File: config.mk
export PLATFORM = sky130hd
export DESIGN_NAME = readout_sequencer_flat
export DESIGN_NICKNAME = d
export VERILOG_FILES = /design/src/rtl/readout_sequencer_pkg.sv /design/src/rtl/readout_sequencer_if.sv /design/src/rtl/readout_sequencer_chan_counter.sv /design/src/rtl/readout_sequencer.sv /design/src/flat_wrapper.sv
export SDC_FILE = /design/constraint.sdc
export NUM_CORES = 1
export LEC_CHECK = 0
export CORE_UTILIZATION = 50
export DETAILED_ROUTE_END_ITERATION = 10
export PLACE_DENSITY = 0.75
export SETUP_SLACK_MARGIN = 0.15
export SYNTH_ARGS = -nofsm -noshare
export SYNTH_HDL_FRONTEND = slang
export SYNTH_SLANG_ARGS = --single-unit
File: constraint.sdc
create_clock -name CLK -period 17.8 [get_ports CLK]
set_input_delay 3.56 -clock CLK [delete_from_list [all_inputs] [get_ports CLK]]
set_output_delay 3.56 -clock CLK [all_outputs]
set_load 0.005 [all_outputs]
File: src/rtl/readout_sequencer_pkg.sv
// Shared types and constants for the MPPC readout sequencer: FSM state
// encoding, default frame header and frame-length helpers.
package readout_sequencer_pkg;

    typedef enum logic [2:0] {
        IDLE,
        LOAD,
        STROBE,
        WAIT_HI,
        WAIT_LO,
        NEXT
    } seq_state_t;

    localparam int         NCH_DEFAULT     = 8;
    localparam int         CW_DEFAULT      = 8;
    localparam logic [7:0] SYNC_DEFAULT    = 8'hA5;
    localparam int         BUSY_TO_DEFAULT = 15;
    localparam int         FRAME_LEN       = NCH_DEFAULT + 2;

    // Header byte + one byte per channel + XOR checksum byte.
    function automatic int frame_len(input int nch);
        return nch + 2;
    endfunction

endpackage

File: src/rtl/readout_sequencer_if.sv
// Byte-wide write/busy handshake between the readout sequencer and the UART.
interface readout_sequencer_if #(
    parameter int CW = 8
);
    logic          uartWr;
    logic [CW-1:0] uartData;
    logic          uartBusy;

    modport master (output uartWr, output uartData, input uartBusy);
    modport slave  (input uartWr, input uartData, output uartBusy);
endinterface

File: src/rtl/readout_sequencer_chan_counter.sv
// One discriminator channel: 2-flop synchroniser, registered rising-edge
// detect and a saturating event counter cleared on snapshot.
module readout_sequencer_chan_counter #(
    parameter int CW = 8
) (
    input  logic          CLK,
    input  logic          RST,
    input  logic          chIn,
    input  logic          en,
    input  logic          snap,
    output logic [CW-1:0] count
);

    localparam logic [CW-1:0] CNT_MAX = '1;

    logic sync1, sync2, prev, rise_q;

    // NOTE: every register here is updated with <= so the synchroniser and
    // edge stages shift by exactly one flop per clock regardless of order.
    always_ff @(posedge CLK or posedge RST) begin
        if (RST) begin
            sync1  <= 1'b0;
            sync2  <= 1'b0;
            prev   <= 1'b0;
            rise_q <= 1'b0;
            count  <= '0;
        end else begin
            sync1  <= chIn;
            sync2  <= sync1;
            prev   <= sync2;
            rise_q <= sync2 & ~prev;
            if (!en)
                count <= '0;
            else if (snap)
                // An edge landing in the snapshot cycle opens the new window.
                count <= {{(CW-1){1'b0}}, rise_q};
            else if (rise_q && count != CNT_MAX)
                count <= count + CW'(1);
        end
    end

endmodule

File: src/rtl/readout_sequencer.sv
// Counts MPPC discriminator edges per channel and, on each frame tick,
// snapshots the counters and streams one SYNC/data/XOR frame into the UART.
module readout_sequencer
    import readout_sequencer_pkg::*;
#(
    parameter int            NCH     = NCH_DEFAULT,
    parameter int            CW      = CW_DEFAULT,
    parameter logic [CW-1:0] SYNC    = CW'(SYNC_DEFAULT),
    parameter int            BUSY_TO = BUSY_TO_DEFAULT
) (
    input  logic                   CLK,
    input  logic                   RST,
    input  logic [NCH-1:0]         chIn,
    input  logic [NCH-1:0]         chMask,
    input  logic                   frameTick,
    readout_sequencer_if.master    bus,
    output logic                   frameActive,
    output logic                   overrun
);

    localparam int NBYTES = frame_len(NCH);
    localparam int IW     = $clog2(NBYTES);
    localparam int TW     = $clog2(BUSY_TO + 1);

    seq_state_t                  state;
    logic [IW-1:0]               idx;
    logic [TW-1:0]               timer;
    logic [NCH-1:0][CW-1:0]      count_w;
    logic [NCH-1:0][CW-1:0]      snap_q;
    logic [CW-1:0]               csum;
    logic [CW-1:0]               byte_sel;
    logic                        snap_go;

    assign snap_go = (state == IDLE) && frameTick;

    for (genvar i = 0; i < NCH; i++) begin : g_chan
        readout_sequencer_chan_counter #(.CW(CW)) u_chan (
            .CLK   (CLK),
            .RST   (RST),
            .chIn  (chIn[i]),
            .en    (chMask[i]),
            .snap  (snap_go),
            .count (count_w[i])
        );
    end

    // NOTE: both outputs get a default before any branch, so no latch is inferred.
    always_comb begin
        csum = '0;
        for (int i = 0; i < NCH; i++)
            csum = csum ^ snap_q[i];
        byte_sel = SYNC;
        if (idx == IW'(NBYTES - 1))
            byte_sel = csum;
        for (int i = 0; i < NCH; i++)
            if (idx == IW'(i + 1))
                byte_sel = snap_q[i];
    end

    always_ff @(posedge CLK or posedge RST) begin
        if (RST) begin
            state        <= IDLE;
            idx          <= '0;
            timer        <= '0;
            bus.uartWr   <= 1'b0;
            bus.uartData <= '0;
            frameActive  <= 1'b0;
            overrun      <= 1'b0;
            // NOTE: the snapshot bank is small and visible on the wire as frame
            // bytes, so it is reset like any other register.
            snap_q       <= '0;
        end else begin
            bus.uartWr <= 1'b0;
            if (frameTick && state != IDLE)
                overrun <= 1'b1;
            if (snap_go)
                snap_q <= count_w;

            case (state)
                IDLE: if (frameTick) begin
                    idx         <= '0;
                    frameActive <= 1'b1;
                    state       <= LOAD;
                end
                LOAD: begin
                    bus.uartData <= byte_sel;
                    state        <= STROBE;
                end
                STROBE: if (!bus.uartBusy) begin
                    bus.uartWr <= 1'b1;
                    timer      <= '0;
                    state      <= WAIT_HI;
                end
                WAIT_HI: begin
                    // A UART that never raises busy still lets the frame finish.
                    if (bus.uartBusy || timer == TW'(BUSY_TO - 1))
                        state <= WAIT_LO;
                    else
                        timer <= timer + TW'(1);
                end
                WAIT_LO: if (!bus.uartBusy)
                    state <= NEXT;
                NEXT: begin
                    if (idx == IW'(NBYTES - 1)) begin
                        frameActive <= 1'b0;
                        state       <= IDLE;
                    end else begin
                        idx   <= idx + IW'(1);
                        state <= LOAD;
                    end
                end
                default: state <= IDLE;
            endcase
        end
    end

endmodule

File: src/flat_wrapper.sv
// flat-port wrapper written by rule: the top's interface ports become plain ports
module readout_sequencer_flat import readout_sequencer_pkg::*;
#(
    parameter int            NCH     = NCH_DEFAULT,
    parameter int            CW      = CW_DEFAULT,
    parameter logic [CW-1:0] SYNC    = CW'(SYNC_DEFAULT),
    parameter int            BUSY_TO = BUSY_TO_DEFAULT
)
  (CLK, RST, chIn, chMask, frameTick, frameActive, overrun, bus_uartWr, bus_uartData, bus_uartBusy);
  readout_sequencer_if #(.CW(CW)) bus_i ();
  input  logic CLK;
  input  logic RST;
  input  logic [NCH-1:0] chIn;
  input  logic [NCH-1:0] chMask;
  input  logic frameTick;
  output logic frameActive;
  output logic overrun;
  output wire logic [$bits(bus_i.uartWr)-1:0] bus_uartWr;
  output wire logic [$bits(bus_i.uartData)-1:0] bus_uartData;
  input wire logic [$bits(bus_i.uartBusy)-1:0] bus_uartBusy;
  assign bus_uartWr = bus_i.uartWr;
  assign bus_uartData = bus_i.uartData;
  assign bus_i.uartBusy = bus_uartBusy;
  readout_sequencer #(.NCH(NCH), .CW(CW), .SYNC(SYNC), .BUSY_TO(BUSY_TO)) u_core (.CLK(CLK), .RST(RST), .chIn(chIn), .chMask(chMask), .frameTick(frameTick), .bus(bus_i), .frameActive(frameActive), .overrun(overrun));
endmodule
# --- Word-level counts from Yosys, hierarchy flattened ---
# Index checks and enable logic that the tools add are counted.
# W data, S select, Z words.
word_totals:
  wordCells: 195
  ff_bits: 182
  output_inout_bits: 11
classes:
  eq_ne: 38
  n_addsub: 10
  n_reduce_logical: 19
  n_bitwise: 23
  muxes: 50
op_table:
  columns: ["cell", "n"]
  rows:
  - ["$mux W8", 33]
  - ["$add A8 B1 Y8 const B", 8]
  - ["$ne A8 B8 Y1 const B", 8]
  - ["$xor A8 B8 Y8", 7]
  - ["$ne A3 B1 Y1 const B", 8]
  - ["$pmux W3 S6", 1]
  - ["$eq A4 B3 Y1 const B", 4]
  - ["$mux W4", 4]
  - ["$pmux W4 S2", 2]
  - ["$eq A4 B4 Y1 const B", 3]
  - ["$mux W3", 4]
  - ["$logic_and A1 B1 Y1", 10]
  - ["$ne A2 B2 Y1 const B", 5]
  - ["$reduce_and A3 Y1", 3]
  - ["$add A4 B1 Y4 const B", 2]
  - ["$and A1 B1 Y1", 8]
  - ["$eq A4 B2 Y1 const B", 2]
  - ["$not A1 Y1", 8]
  - ["$eq A3 B2 Y1 const B", 2]
  - ["$eq A3 B3 Y1 const B", 2]
  - ["$mux W1", 5]
  - ["$eq A4 B1 Y1 const B", 1]
  - ["$ne A2 B1 Y1 const B", 2]
  - ["$reduce_and A4 Y1", 1]
  - ["other kinds (6)", 7]

# --- Depth between registers and ports, before layout ---
logic_depth:
  ltp_word: 16
  ltp_mapped: 10
  ltp_nobuf: 8

# --- Cells and area by module ---
# Synthesis repeated with hierarchy kept, for this count alone.
hier_totals:
  cells_unflattened: 843
  area_unflattened_um2: 9267.6
modules_own_cells:
  columns: ["module", "cells_each", "area_per_inst_um2", "n_inst", "seq_area_each_um2"]
  rows:
  - ["readout_sequencer_chan_counter", 54, 585.6, 8, 300.3]
  - ["readout_sequencer", 411, 4583.1, 1, 2152.1]

# --- Worst setup path before layout ---
# OpenSTA, ideal clock, no wires.
synth_path:
  path_type: "input to register"
  from: "input port bus_uartBusy"
  to: "register u_core.timer[0]"
  t_required_ns: 17.675
  setup_time_ns: 0.125
  path_buffers: 0
  stages: 3
  arrival_ns: 4.247
  slack_ns: 13.428
  cell_sequence: "a311oi_2 nor2_1 mux2_2"
synth_between:
  elab_chain_cells: 3
  elab_cells_between_ends: 4
  classes_between: "eq/ne: 2; reduce/logical: 2"
synth_lines:
  columns: ["element", "line_no", "text"]
  rows:
  - ["start, declared", "flat_wrapper.sv:20", "input wire logic [$bits(bus_i.uartBusy)-1:0] bus_uartBusy;"]
  - ["$logic_or A1 B1 Y1", "readout_sequencer.sv:96", "if (bus.uartBusy || timer == TW'(BUSY_TO - 1))"]
  - ["$ne A2 B2 Y1 (no source line)", null, null]
  - ["$reduce_and A3 Y1 (no source line) *", null, null]
  - ["end signal, assigned", "readout_sequencer.sv:99", "timer <= timer + TW'(1);"]
  - ["end, declared", "readout_sequencer.sv:27", "logic [TW-1:0] timer;"]
# Mark *: on every way between the ends. The rest lies on a longest branch, timed or not.
# A chain may end at the register's enable or synchronous reset.

# --- Worst setup path after layout ---
layout_path:
  from: "input port frameTick"
  to: "register u_core.g_chan[1].u_chan.count[2]"
layout_between:
  elab_chain_cells: 3
  elab_cells_between_ends: 4
  classes_between: "eq/ne: 1; mux: 2; reduce/logical: 1"
layout_lines:
  columns: ["element", "line_no", "text"]
  rows:
  - ["start, declared", "flat_wrapper.sv:15", "input logic frameTick;"]
  - ["$logic_and A1 B1 Y1 *", "readout_sequencer.sv:34", "assign snap_go = (state == IDLE) && frameTick;"]
  - ["$mux W8", "readout_sequencer_chan_counter.sv:34", "else if (snap)"]
  - ["$mux W8", "readout_sequencer_chan_counter.sv:32", "if (!en)"]
  - ["end signal, assigned", "readout_sequencer_chan_counter.sv:36", "count <= {{(CW-1){1'b0}}, rise_q};"]
  - ["end signal, assigned", "readout_sequencer_chan_counter.sv:38", "count <= count + CW'(1);"]
  - ["end, declared", "readout_sequencer_chan_counter.sv:11", "output logic [CW-1:0] count"]
# Marks and branches as above.

==> flow_metrics.tcl <==
set metrics [dict create \
    outcome "complete, no violations" \
    max-cap-violations 0 \
    syn_avg_cell_area_um2 9.65 \
    vias 6342 \
    htreeDepth 4 \
    utilization_pct 57.9 \
    grt-ovfl-total 0 \
    leakagePower_uw 0.00435 \
    tightestPinTransition_ns 1.19 \
    synthCells 887 \
    grt_max_degree 112 \
    seq_area_frac_synth_pct 53.2 \
    finalNonFillerCells 1143 \
    final_common_cell "nand2_1" \
    start_util_pct 51.4 \
    antenna_left 0 \
    synth_nets 921 \
    setup_violations 0 \
    yosysTopAreaCell "dfrtp_1" \
    fin_worst_skew_ns 0.00987 \
    rsz0062_at_grt "no" \
    fin_tns_setup_ns 0 \
    ys_warn_count 0 \
    portBuffers 30 \
    die_h_um 133 \
    synthArstFlopShare_pct 100 \
    grt_pass1_vias 6095 \
    fin_crit_ns 5.43 \
    slew_violations 0 \
    die_w_um 133 \
    finalHoldViolCount 0 \
    netlist_area_um2 8560 \
    area_growth_syn_to_layout_pct 12.5 \
    num_io_pins 31 \
    layout_common_cells "nand2_1 (237), dfrtp_1 (182), xnor2_1 (71)" \
    insertedDiodeCount 0 \
    ff2ff_path_depth 5 \
    fillers 1420 \
    dieArea_um2 17600 \
    fin_crit_sh_pct 30.5 \
    drc 0 \
    track_usage_pct 22.0 \
    start_kind "input pin" \
    firstDrtPassIters 5 \
    synth_edf_count 0 \
    grt_pass1_wl_mm 30.5 \
    path_class "in2reg" \
    cp_cell_sequence "clkdlybuf4s50_1, nand2_2, buf_4, nand2_1, nor3_1" \
    ys_ff_latch 182 \
    whs_endpoint "u_core.g_chan[5].u_chan.sync2$_DFF_PP0_" \
    reg2reg_from "u_core.state[0]$_DFFE_PP0P_" \
    wl_mm 17.8 \
    cts_hold_buf 0 \
    reg2reg_slack_ns 15.24 \
    critPathArrivalTime_ns 5.78 \
    clock_latency_ns 0.44 \
    nets 944 \
    whs_path_depth 0 \
    multi_input_area_um2 3770 \
    irDropWorstVdd_mv 0.102 \
    ys_types 55 \
    synthFlopType "dfrtp_1" \
    fmax_ghz 0.184 \
    crit_path_max_incr_delay_ns 0.59 \
    antenna_found_initial 0 \
    slew-limit-headroom_pct 20.8 \
    cp-end-kind "register" \
    clock-root-buffer "clkbuf_16" \
    cts_resized 0 \
    fp-row-count 47 \
    placed_cells 1111 \
    dp_hpwl_mm 11.9 \
    seq_area_um2 4550 \
    clkTransAtPathRegs_ns 0.07 \
    cts.sinks 182 \
    hp-start "u_core.g_chan[5].u_chan.sync1$_DFF_PP0_" \
    timing.rr.end "u_core.g_chan[1].u_chan.count[2]$_DFFE_PP0P_" \
    viasPerCell 5.55 \
    drive_gt1_share_pct 5.31 \
    crit_slowest_cell "buf_4" \
    core_um2 16600 \
    tritoncts "done" \
    wl_per_cell_um 15.6 \
    drt-initial-drc-count 456 \
    numCtsBuffers 17 \
    min_path_type "reg2reg" \
    cp.required_ns 18.15 \
    synth_top_area_share_pct 53.2 \
    p_per_area_nw_per_um2 119 \
    cp_max_fo 55 \
    clockBufferDepth 2 \
    place.gp.congestion 0.919 \
    cts_setup_buffers 0 \
    hold_slack_ns 0.347 \
    ys_top_cells_by_area "dfrtp_1 (53%), nand2_1 (10%), xnor2_1 (7.3%), xor2_1 (3.0%), nor2_1 (2.7%)" \
]
==> cell families (layout without fill, tap and decap cells) <==
family | Yosys count | in the layout | share of synthesized area, %
AO/OA/AOI/OAI | 136 | 136 | 10.7
adder cells (fa/ha/maj) | 14 | 14 | 2.05
flip-flops | 182 | 182 | 53.2
buffers and inverters | 52 | 88 | 2.71
multiplexers | 7 | 7 | 0.848
XOR/XNOR | 100 | 100 | 10.2
AND/OR/NAND/NOR | 396 | 396 | 20.2
==> routing by layer <==
layer,track usage (%),wire (µm),vias up
met5,0,0,-
met4,7.60,280,0
met3,4.41,704,24
met2,34.9,8470,137
met1,30.1,8340,3131
li1,-,-,3050
==> critical path: cells and delay by family <==
family / cells / cell delay, ns
buffers and inverters: 2 / 1.05
AND/OR/NAND/NOR: 3 / 1.11
==> state kept, by name (all words and copies together) (netlist names) <==
name                         flops
u_core.snap_q                   64
u_core.g_chan.u_chan.sync1       8
u_core.g_chan.u_chan.rise_q      8
u_core.timer                     4
u_core.bus.uartWr                1
u_core.bus.uartData              8
u_core.idx                       4
u_core.g_chan.u_chan.prev        8
u_core.overrun                   1
u_core.g_chan.u_chan.count      64
u_core.state                     3
u_core.frameActive               1
u_core.g_chan.u_chan.sync2       8
==> worst max-delay path by stage <==
| stage | slack [ns] | endpoint | cells after the start | startpoint |
|---|---|---|---|---|
| after global routing | 12.19 | u_core.g_chan[2].u_chan.count[2]$_DFFE_PP0P_ | 5 | frameTick |
| final | 12.37 | u_core.g_chan[1].u_chan.count[2]$_DFFE_PP0P_ | 5 | frameTick |
| after CTS | 12.41 | u_core.g_chan[1].u_chan.count[2]$_DFFE_PP0P_ | 5 | frameTick |
| after detailed placement | 11.95 | u_core.g_chan[1].u_chan.count[2]$_DFFE_PP0P_ | 5 | frameTick |
| after floorplan | 9.30 | u_core.bus.uartData[0]$_DFFE_PP0P_ | 1 | RST |
| after global placement | 11.99 | u_core.g_chan[2].u_chan.count[2]$_DFFE_PP0P_ | 5 | frameTick |
==> synth_stat cells (all sizes together) (2+ instances only) <==
master / count
o32ai: 4
ha: 14
or3: 10
nand3b: 3
nand3: 29
o211a: 5
o2111a: 3
inv: 24
buf: 22
a21boi: 2
nor3: 7
o31ai: 4
nor2: 64
o22ai: 11
dfrtp: 182
o211ai: 4
nand4: 14
a211oi: 5
a22oi: 6
mux2: 2
a2111oi: 2
xnor2: 71
mux2i: 5
a31oi: 9
xor2: 29
o221ai: 7
clkbuf: 6
nand2: 239
nor3b: 4
o311a: 4
nand2b: 6
o21ai: 27
and4: 6
a21oi: 34
nor2b: 10
==> power breakdown <==
part           switching, µW  total, µW  internal, µW  leakage, µW
clock network            164        390           226     0.000295
logic                    148        255           107      0.00162
registers               45.0        497           452      0.00243
==> stage by stage <==
stage                     total power, µW  worst slack [ns]  area [µm²]
after detailed placement              756             11.95        9010
final                                1140             12.37        9630
after global routing                 1200             12.19        9630
after global placement                749             11.99        9010
after CTS                            1150             12.41        9630
after floorplan                       686              9.30        8560
==> cell type report <==
class	instances	share of cell area, %
Tap cell	220	2.86
Inverter	24	0.988
Multi-Input combinational cell	653	39.2
Sequential cell	182	47.3
Timing Repair Buffer	32	3.27
Clock inverter	14	1.81
Clock buffer	18	4.56
Power figures use the tool's default switching activity.
